`config.mk`:
```
export PLATFORM = sky130hd
export DESIGN_NAME = pipe_ctrl
export DESIGN_NICKNAME = d
export VERILOG_FILES = /design/src/rtl/pipe_ctrl.sv
export SDC_FILE = /design/constraint.sdc
export NUM_CORES = 1
export LEC_CHECK = 0
export BUFFER_PORTS_ARGS = -buffer_cell sky130_fd_sc_hd__buf_2
export CORE_UTILIZATION = 32
export CTS_CLUSTER_DIAMETER = 150
export DETAILED_ROUTE_END_ITERATION = 10
export PLACE_DENSITY = 0.68
export SYNTH_ARGS = -nofsm -noshare
export SYNTH_HDL_FRONTEND = slang
export SYNTH_SLANG_ARGS = --single-unit
```
`constraint.sdc`:
```
create_clock -name clk -period 2 [get_ports clk]
set_input_delay 0.2 -clock clk [delete_from_list [all_inputs] [get_ports clk]]
set_output_delay 0.2 -clock clk [all_outputs]
set_load 0.02 [all_outputs]
```
`src/rtl/pipe_ctrl.sv`:
```
// Pipeline hazard/exception controller: derives the per-register stall bus
// from stage requests and sequences exception/eret redirects through a flush.
module pipe_ctrl #(
  parameter logic [31:0] EXCP_ENTRY = 32'hBFC00380
) (
  input  logic        clk,
  input  logic        rst,
  input  logic        stallreq_if,
  input  logic        stallreq_id,
  input  logic        stallreq_ex,
  input  logic        stallreq_dc,
  input  logic        stallreq_mem,
  input  logic        excp_valid,
  input  logic        excp_eret,
  input  logic [31:0] excp_pc,
  output logic [7:0]  stall,
  output logic        flush,
  output logic [31:0] new_pc,
  output logic [31:0] epc,
  output logic [31:0] stall_cycles
);

  typedef enum logic [1:0] {RUN, HOLD, FLUSH} state_e;

  state_e      state_q, state_d;
  logic [31:0] epc_q;
  logic        eret_q;
  logic [31:0] cnt_q;
  logic        accept;
  logic [7:0]  req_mask;

  // Highest requesting stage wins; every register below it must freeze too.
  always_comb begin
    req_mask = '0;
    if (stallreq_if)  req_mask = 8'h07;
    if (stallreq_id)  req_mask = 8'h0F;
    if (stallreq_ex)  req_mask = 8'h1F;
    if (stallreq_dc)  req_mask = 8'h7F;
    if (stallreq_mem) req_mask = 8'hFF;
  end

  always_comb begin
    state_d = state_q;
    stall   = '0;
    flush   = 1'b0;
    new_pc  = '0;
    accept  = 1'b0;
    unique case (state_q)
      RUN: begin
        if (excp_valid) begin
          stall   = '1;
          accept  = 1'b1;
          state_d = stallreq_mem ? HOLD : FLUSH;
        end else begin
          stall = req_mask;
        end
      end
      HOLD: begin
        stall = '1;
        if (!stallreq_mem) state_d = FLUSH;
      end
      FLUSH: begin
        flush   = 1'b1;
        new_pc  = eret_q ? epc_q : EXCP_ENTRY;
        state_d = RUN;
      end
      default: state_d = RUN;
    endcase
    // Reset overrides everything, including any pending redirect.
    if (rst) begin
      state_d = RUN;
      stall   = '0;
      flush   = 1'b0;
      new_pc  = '0;
      accept  = 1'b0;
    end
  end

  always_ff @(posedge clk) begin
    if (rst) begin
      state_q <= RUN;
      epc_q   <= '0;
      eret_q  <= 1'b0;
      cnt_q   <= '0;
    end else begin
      state_q <= state_d;
      if (accept) begin
        eret_q <= excp_eret;
        if (!excp_eret) epc_q <= excp_pc;
      end
      if (stall != 8'h00) cnt_q <= cnt_q + 32'd1;
    end
  end

  assign epc          = epc_q;
  assign stall_cycles = cnt_q;

endmodule

```
==> impl_metrics.json, run 1 <==
{
  "synth.distinct_cells": 37,
  "yosysTopAreaCell": "dfxtp_1",
  "antenna_left": 0,
  "synth_top_area_share_pct": 43.79,
  "period_minus_slack_ns": 1.946,
  "grt_max_degree": 34,
  "route.detailed.wl_per_inst_um": 13.36,
  "clkLatencyLatePin_ns": 0.34,
  "hold_depth": 3,
  "timing.max_cap.violations": 0,
  "crit_top_cell": "or4_4",
  "power_frac_seq_pct": 48.1,
  "seq_area_frac_synth_pct": 43.79,
  "setup_violations": 0,
  "r2r_setup_slack_ns": 0.05,
  "finalCritPeriodShare_pct": 97.29,
  "avgSynthCellArea_um2": 7.794,
  "async_flop_share_pct": 0,
  "pwr-share-clk_pct": 41.9,
  "place_congestion": 0.8216,
  "die_x_um": 99.84,
  "peakVddDrop_uv": 223.2,
  "vias": 3255,
  "numCtsBuffers": 9,
  "numClockSinks": 67,
  "min_from": "excp_pc[0]",
  "power.switching_uw": 704.3,
  "fmax_mhz": 513.9,
  "status": "completed",
  "p_leak_uw": 0.001906,
  "yosysMostFrequentCell": "nand2_1",
  "comb_power_share_pct": 10.0,
  "worstRegToRegCells": 5,
  "total_power_uw": 2877,
  "synth-edff-count": 0,
  "holdBufCountCts": 0,
  "core_um2": 9240,
  "drv_slew": 0,
  "clk_pin_slew_ns": 0.07,
  "worst-slew-pin-transition_ns": 0.4201,
  "portBuffers": 145,
  "syn_area_um2": 3063,
  "drc_errors": 0,
  "cts-root-buf": "clkbuf_8",
  "htreeDepth": 3,
  "hold_end": "epc[0]",
  "tns_ns": 0,
  "final-hold-violation-count": 0,
  "drt_first_iter_violations": 81,
  "fin_skew_ns": 0.008145,
  "wirelength_mm": 9.059,
  "relSlewSlack_pct": 71.96,
  "power.internal_uw": 2173,
  "slowest_delay_ns": 0.58,
  "min_path_type": "input pin to flop",
  "place_hpwl_mm": 6.594,
  "hold_ws_ns": 0.09244,
  "syn_inst": 393,
  "synthTopCellsByArea": "dfxtp_1 (44%), nand2_1 (9.9%), a21oi_1 (6.9%)",
  "die_y_um": 99.84,
  "grt_pass1_vias": 3051,
  "antenna_found_initial": 0,
  "grtUsageTotal_pct": 18.20,
  "syn_nets": 435,
  "utilization_pct": 46.54,
  "synthFlopType": "dfxtp_1",
  "ioPinCount": 146,
  "firstDrtPassIters": 4,
  "synth.yosys.warnings": 0,
  "worstPathRequired_ns": 2.27,
  "dieArea_um2": 9967,
  "endpoint_kind": "flop",
  "cp_cell_sequence": "and4_4, nand4_2, or4_4, or4_4, a21oi_2",
  "yosys_register_bits": 67,
  "critPathKind": "flop to flop",
  "regToRegStartpoint": "stall_cycles[5]",
  "layout-drive-gt1-share_pct": 38.43,
  "cts_tree": "done",
  "viasPerCell": 4.801,
  "crit_fanout": 6,
  "crit_arrival_ns": 2.21,
  "fp-row-count": 35,
  "area_growth_pct": 40.40,
  "layout.nets": 587,
  "cp_slowest_cell": "or4_4",
  "start_util_pct": 33.15,
  "rr_endpoint": "stall_cycles[26]",
  "clock_path_buffers": 2,
  "num_antenna_cells": 0,
  "grt_pass1_wl_mm": 14.23,
  "grt_overflow_total": 0,
  "cp-start-kind": "flop",
  "pwr_density_cell_nw_per_um2": 669.0,
  "swShare_pct": 24.48,
  "ys_top_cells_by_count": "nand2_1 (81), dfxtp_1 (67), a21oi_1 (42)"
}
-- critical path: cells and delay by family (launching register included) --
kind | cells | cell delay, ns
compound gates | 1 | 0.15
flops | 1 | 0.34
simple gates | 4 | 1.39
-- placed cells by master (no fill, tap or decap), types with 2 or more instances in the layout --
master     synthesis  final
buf_2              4    145
nand2_1           81     81
dfxtp_1           67     58
a21oi_1           42     41
nor2_1            35     35
buf_4              4     22
and2_1            22     21
xnor2_1           17     17
nand3_1           13     13
clkbuf_8           0     13
o21a_1            12     12
nor3_1            10      8
dfxtp_2            0      8
o21ai_0            7      7
or3_1              6      6
nand4_1            6      6
nor4_1            10      6
inv_1              6      5
xor2_1             5      5
and3_1             4      4
or4_4              1      3
nor4_2             0      3
nor3_2             0      2
nand2b_1           2      2
and4_4             0      2
nand4bb_1          2      2
-- power by group through the flow --
stage	combinational (uW)	clock, uW	sequential (uW)
2_1_floorplan	136	0	1440
3_3_place_gp	278	0	1410
3_5_place_dp	281	0	1410
4_1_cts	285	1240	1380
5_1_grt	316	1300	1390
6_report	287	1210	1380
-- layout make-up --
type,instances,area [um^2]
Fill cell,931,4940
Sequential cell,67,1355
Tap cell,129,161.4
Clock buffer,14,182.7
Clock inverter,1,30.03
Multi-Input combinational cell,292,1638
Timing Repair Buffer,168,902.1
Inverter,7,31.28
-- worst max path at each step --
stage,startpoint,end,slack [ns],cells past startpoint
2_1_floorplan,stall_cycles[6],stall_cycles[28],0.0001,7
3_3_place_gp,stall_cycles[8],stall_cycles[26],0.05,5
3_5_place_dp,stall_cycles[8],stall_cycles[26],0.02,5
4_1_cts,stall_cycles[8],stall_cycles[28],0.02,5
5_1_grt,state_q[1],stall_cycles[17],-0.009,7
6_report,stall_cycles[5],stall_cycles[26],0.05,5
-- sequential cells by signal, indices dropped and copies added (netlist names) --
| signal | flops |
|---|---|
| epc | 32 |
| eret_q | 1 |
| stall_cycles | 32 |
| state_q | 2 |
-- stage by stage --
| step | instances | instance area (um^2) | setup slack [ns] |
|---|---|---|---|
| after floorplan | 393 | 3075 | 0.0001001 |
| after global placement | 659 | 3985 | 0.04977 |
| after detailed placement | 659 | 3985 | 0.01841 |
| after CTS | 675 | 4213 | 0.01761 |
| after global routing | 678 | 4300 | -0.008698 |
| final | 678 | 4300 | 0.05420 |
-- routing by layer --
layer | global-route usage (%) | part of all wire [%]
met3 | 5.362 | 8.1
met2 | 33.00 | 49
met4 | 8.032 | 2.1
met5 | 0 | 0
met1 | 19.52 | 41
-- logic make-up after synthesis --
| kind of cell | count (synthesis) | share of synthesized area (%) |
|---|---|---|
| flops | 67 | 43.79 |
| fa+ha+maj | 1 | 0.4084 |
| buf+inv | 35 | 5.228 |
| compound gates | 66 | 12.26 |
| simple gates | 202 | 32.03 |
| xor+xnor | 22 | 6.291 |
-- timing repair --
| item | in CTS | in global routing |
|---|---|---|
| buffers inserted | 1 | 2 |
| gates cloned | 0 | 1 |
| resized for setup | 2 | 15 |
| pin swaps | 0 | 2 |
| hold endpoints to repair | 0 | 0 |
| setup endpoints to repair | 5 | 22 |
Note: power is estimated with default switching activity, not from simulation.
==> run 2, diff against run 1 <==
Settings changed: BUFFER_PORTS_ARGS -buffer_cell sky130_fd_sc_hd__buf_2 to default, DONT_BUFFER_PORTS from default to 1, MAX_ROUTING_LAYER from default to met4, PLACE_DENSITY 0.68 to 0.54.
==> impl_metrics.json, run 2 (synthesis results as in run 1) <==
{
  "status": "completed",
  "final_common_cell": "nand2_1",
  "p_leak_uw": 0.001464,
  "place_congestion": 0.8231,
  "worstRegToRegCells": 5,
  "num_antenna_cells": 0,
  "clk_pin_slew_ns": 0.07,
  "slowest_delay_ns": 0.59,
  "final-hold-violation-count": 0,
  "numCtsBuffers": 9,
  "start_util_pct": 33.15,
  "power.switching_uw": 725.9,
  "power_frac_seq_pct": 46.9,
  "finalCritPeriodShare_pct": 95.76,
  "drv_slew": 0,
  "worstPathRequired_ns": 2.27,
  "r2r_setup_slack_ns": 0.08,
  "antenna_left": 0,
  "clock_path_buffers": 2,
  "route.detailed.wl_per_inst_um": 14.61,
  "core_um2": 9240,
  "hold_ws_ns": 0.02876,
  "total_power_uw": 3003,
  "place_hpwl_mm": 5.944,
  "antenna_found_initial": 0,
  "worst-slew-pin-transition_ns": 0.4289,
  "die_x_um": 99.84,
  "cp_slowest_cell": "or4_4",
  "layout_common_cells": "nand2_1 (81), dfxtp_1 (59), buf_4 (45)",
  "vias": 2935,
  "drt_first_iter_violations": 51,
  "grt_max_degree": 65,
  "layout-drive-gt1-share_pct": 16.74,
  "regToRegStartpoint": "stall_cycles[8]",
  "drc_errors": 0,
  "period_minus_slack_ns": 1.915,
  "cp_num_buf_inv": 0,
  "endpoint": "stall_cycles[26]",
  "peakVddDrop_uv": 320.0,
  "numClockSinks": 67,
  "fmax_mhz": 522.1,
  "area_growth_pct": 32.43,
  "clkLatencyLatePin_ns": 0.34,
  "timing.max_cap.violations": 0,
  "rsz0062_at_grt": "no",
  "fp-row-count": 35,
  "die_y_um": 99.84,
  "rr_endpoint": "stall_cycles[26]",
  "viasPerCell": 4.983,
  "portBuffers": 0,
  "htreeDepth": 3,
  "setup_violations": 0,
  "critPathTopFamily": "simple AND/OR/NAND/NOR gates",
  "grt_overflow_total": 0,
  "grt_pass1_vias": 2816,
  "tns_ns": 0,
  "comb_power_share_pct": 8.2,
  "critPathKind": "flop to flop",
  "min_path_type": "input pin to flop",
  "layout.nets": 497,
  "endpoint_kind": "flop",
  "dieArea_um2": 9967,
  "crit_cells": 5,
  "cts_tree": "done",
  "worstSetupStartpoint": "stall_cycles[8]",
  "fin_skew_ns": 0.009408,
  "grt_pass1_wl_mm": 13.57,
  "grtUsageTotal_pct": 17.97,
  "cp_cell_sequence": "and4_1, nand4_2, or4_4, or4_1, a21oi_1",
  "swShare_pct": 24.17,
  "firstDrtPassIters": 4,
  "crit_arrival_ns": 2.18,
  "pwr_density_cell_nw_per_um2": 740.3,
  "pwr-share-clk_pct": 44.9,
  "cp-start-kind": "flop",
  "wirelength_mm": 8.608,
  "power.internal_uw": 2277,
  "cts-root-buf": "clkbuf_8",
  "crit_fanout": 11,
  "relSlewSlack_pct": 71.37,
  "ioPinCount": 146
}
-- run 2: final cells by class --
type / count / area (um^2)
Clock buffer: 11 / 162.7
Clock inverter: 5 / 82.58
Fill cell: 919 / 5184
Inverter: 7 / 27.53
Multi-Input combinational cell: 291 / 1573
Sequential cell: 67 / 1354
Tap cell: 129 / 161.4
Timing Repair Buffer: 79 / 695.7
-- run 2: worst min path at each step --
| stage | start | endpoint | depth (start not counted) |
|---|---|---|---|
| 6_report | excp_pc[0] | epc[0] | 2 |
| 3_3_place_gp | rst | stall_cycles[5] | 1 |
| 4_1_cts | excp_pc[0] | epc[0] | 2 |
| 5_1_grt | excp_pc[0] | epc[0] | 2 |
| 2_1_floorplan | stallreq_mem | state_q[1] | 1 |
| 3_5_place_dp | rst | stall_cycles[5] | 1 |
-- run 2: layer usage --
layer | vias up | global-route usage [%] | wire length [um]
li1 | 1445 | - | -
met1 | 1361 | 19.24 | 3643
met2 | 116 | 31.03 | 4221
met3 | 13 | 5.780 | 638
met4 | 0 | 6.561 | 105
met5 | - | - | 0
-- run 2: power groups by stage --
stage	logic [uW]	registers [uW]	clock network (uW)
global route	268	1410	1470
detailed placement	166	1440	0
floorplan	136	1440	0
finish	245	1410	1350
CTS	246	1410	1390
global placement	164	1440	0
-- run 2: metrics by stage --
stage	cell area [um^2]	worst slack (ns)	utilization, %	instances
after floorplan	3075	0.0001001	-	393
after global placement	3447	0.1466	37.31	539
after detailed placement	3447	0.1007	37.31	539
after CTS	4050	0.003528	43.83	589
after global routing	4056	0.01590	43.90	589
final	4056	0.08480	43.90	589
-- run 2: what timing repair did --
item                                   4_1_cts  5_1_grt
hold buffers                                34        0
buffers inserted                             0        0
resized for setup                            0        1
setup endpoints to repair                    0        3
endpoints found under the hold margin       66        0
==> run 3, diff against run 2 <==
Settings changed: PLACE_DENSITY 0.54 to 0.53.
Clock period 2 ns to 2.3 ns, I/O delays scaled along.
==> impl_metrics.json, run 3 (synthesis results as in run 1) <==
{
  "status": "completed",
  "peakVddDrop_uv": 285.3,
  "drc_errors": 0,
  "grt_pass1_wl_mm": 13.13,
  "htreeDepth": 3,
  "cp_cell_sequence": "or2_4, or3_1, buf_6, nand2_1, a21oi_1, dlygate4sd3_1",
  "start_util_pct": 33.15,
  "die_y_um": 99.84,
  "fp-row-count": 35,
  "cts-root-buf": "clkbuf_8",
  "dieArea_um2": 9967,
  "worst-slew-pin-transition_ns": 0.6006,
  "slowest_delay_ns": 0.56,
  "cp_slowest_cell": "dlygate4sd3_1",
  "critPathTopFamily": "simple AND/OR/NAND/NOR gates",
  "grt_overflow_total": 0,
  "rr_endpoint": "epc[30]",
  "numClockSinks": 67,
  "grt_max_degree": 65,
  "rsz0062_at_grt": "no",
  "num_antenna_cells": 0,
  "cts_tree": "done",
  "worstRegToRegCells": 6,
  "total_power_uw": 2579,
  "crit_cells": 6,
  "regToRegStartpoint": "state_q[1]",
  "worstPathRequired_ns": 2.53,
  "fmax_mhz": 477.5,
  "endpoint_kind": "flop",
  "worstSetupStartpoint": "state_q[1]",
  "die_x_um": 99.84,
  "fin_skew_ns": 0.007690,
  "finalCritPeriodShare_pct": 91.05,
  "antenna_found_initial": 0,
  "clk_pin_slew_ns": 0.08,
  "relSlewSlack_pct": 59.92,
  "ioPinCount": 146,
  "crit_fanout": 31,
  "area_growth_pct": 18.71,
  "grt_pass1_vias": 2584,
  "vias": 2764,
  "wirelength_mm": 8.559,
  "route.detailed.wl_per_inst_um": 15.73,
  "drv_slew": 0,
  "grtUsageTotal_pct": 17.70,
  "antenna_left": 0,
  "utilization_pct": 39.35,
  "r2r_setup_slack_ns": 0.21,
  "layout.nets": 453,
  "firstDrtPassIters": 4,
  "critPathKind": "flop to flop",
  "crit_arrival_ns": 2.32,
  "setup_violations": 0,
  "core_um2": 9240,
  "final_common_cell": "nand2_1",
  "endpoint": "epc[30]",
  "timing.max_cap.violations": 0,
  "layout_common_cells": "nand2_1 (81), dfxtp_1 (67), a21oi_1 (42)",
  "pwr_density_cell_nw_per_um2": 709.3,
  "period_minus_slack_ns": 2.094,
  "p_leak_uw": 0.001250,
  "cp_num_buf_inv": 2,
  "cp-start-kind": "flop",
  "layout-drive-gt1-share_pct": 12.29,
  "drt_first_iter_violations": 65,
  "tns_ns": 0,
  "place_hpwl_mm": 5.921,
  "min_path_type": "input pin to flop",
  "clkLatencyLatePin_ns": 0.33,
  "portBuffers": 0,
  "viasPerCell": 5.081,
  "final-hold-violation-count": 0,
  "clock_path_buffers": 2,
  "place_congestion": 0.8175,
  "numCtsBuffers": 9
}
## run 3: changes by cell type in the layout (fill, tap and decap cells not counted), moves of 2 or more
cell           delta
clkinv_4          -2
clkinvlp_4        +2
buf_4            -17
dfxtp_2           -7
dlygate4sd3_1    -28
dfxtp_1           +8
## run 3: metal layers
| metal | GRT usage (%) | part of all wire, % |
|---|---|---|
| met4 | 5.090 | 0.56 |
| met5 | - | 0 |
| met3 | 8.148 | 10 |
| met2 | 30.29 | 49 |
| met1 | 18.19 | 40 |
## run 3: timing repair
item	CTS	global route
setup endpoints to repair	0	1
gates resized for setup	0	2
endpoints found under the hold margin	65	0
hold buffers	6	0
setup buffers	0	0
## run 3: cell type report
class                      count  area [um^2]
fill                         966         5604
multi-input combinational    291         1569
sequential                    67         1341
timing repair buffer          35        299.0
tap                          129        161.4
clock buffer                   9        123.9
clock inverter                 6        113.9
inverter                       7        27.53
## run 3: stage by stage
step	setup slack, ns	area, um^2	hold slack (ns)	instances
after global placement	0.3390	3314	0.3049	523
after floorplan	0.1798	3063	0.3093	393
final	0.2058	3636	0.02450	544
after detailed placement	0.3204	3314	0.3079	523
after CTS	0.05688	3630	0.0002642	544
after global routing	0.07322	3636	0.0006074	544
## run 3: power by group
group / total [uW] / switching, uW / internal, uW
logic: 167 / 113 / 54.0
clock network: 1180 / 467 / 718
registers: 1230 / 44.5 / 1180
## run 3: worst min path at each step
stage | start | endpoint | slack [ns] | depth (start not counted)
3_5_place_dp | rst | epc[27] | 0.31 | 1
6_report | excp_pc[8] | epc[8] | 0.02 | 2
2_1_floorplan | stallreq_mem | state_q[1] | 0.31 | 1
4_1_cts | excp_pc[16] | epc[16] | 0.0003 | 2
3_3_place_gp | rst | epc[28] | 0.30 | 1
5_1_grt | excp_pc[9] | epc[9] | 0.0006 | 2
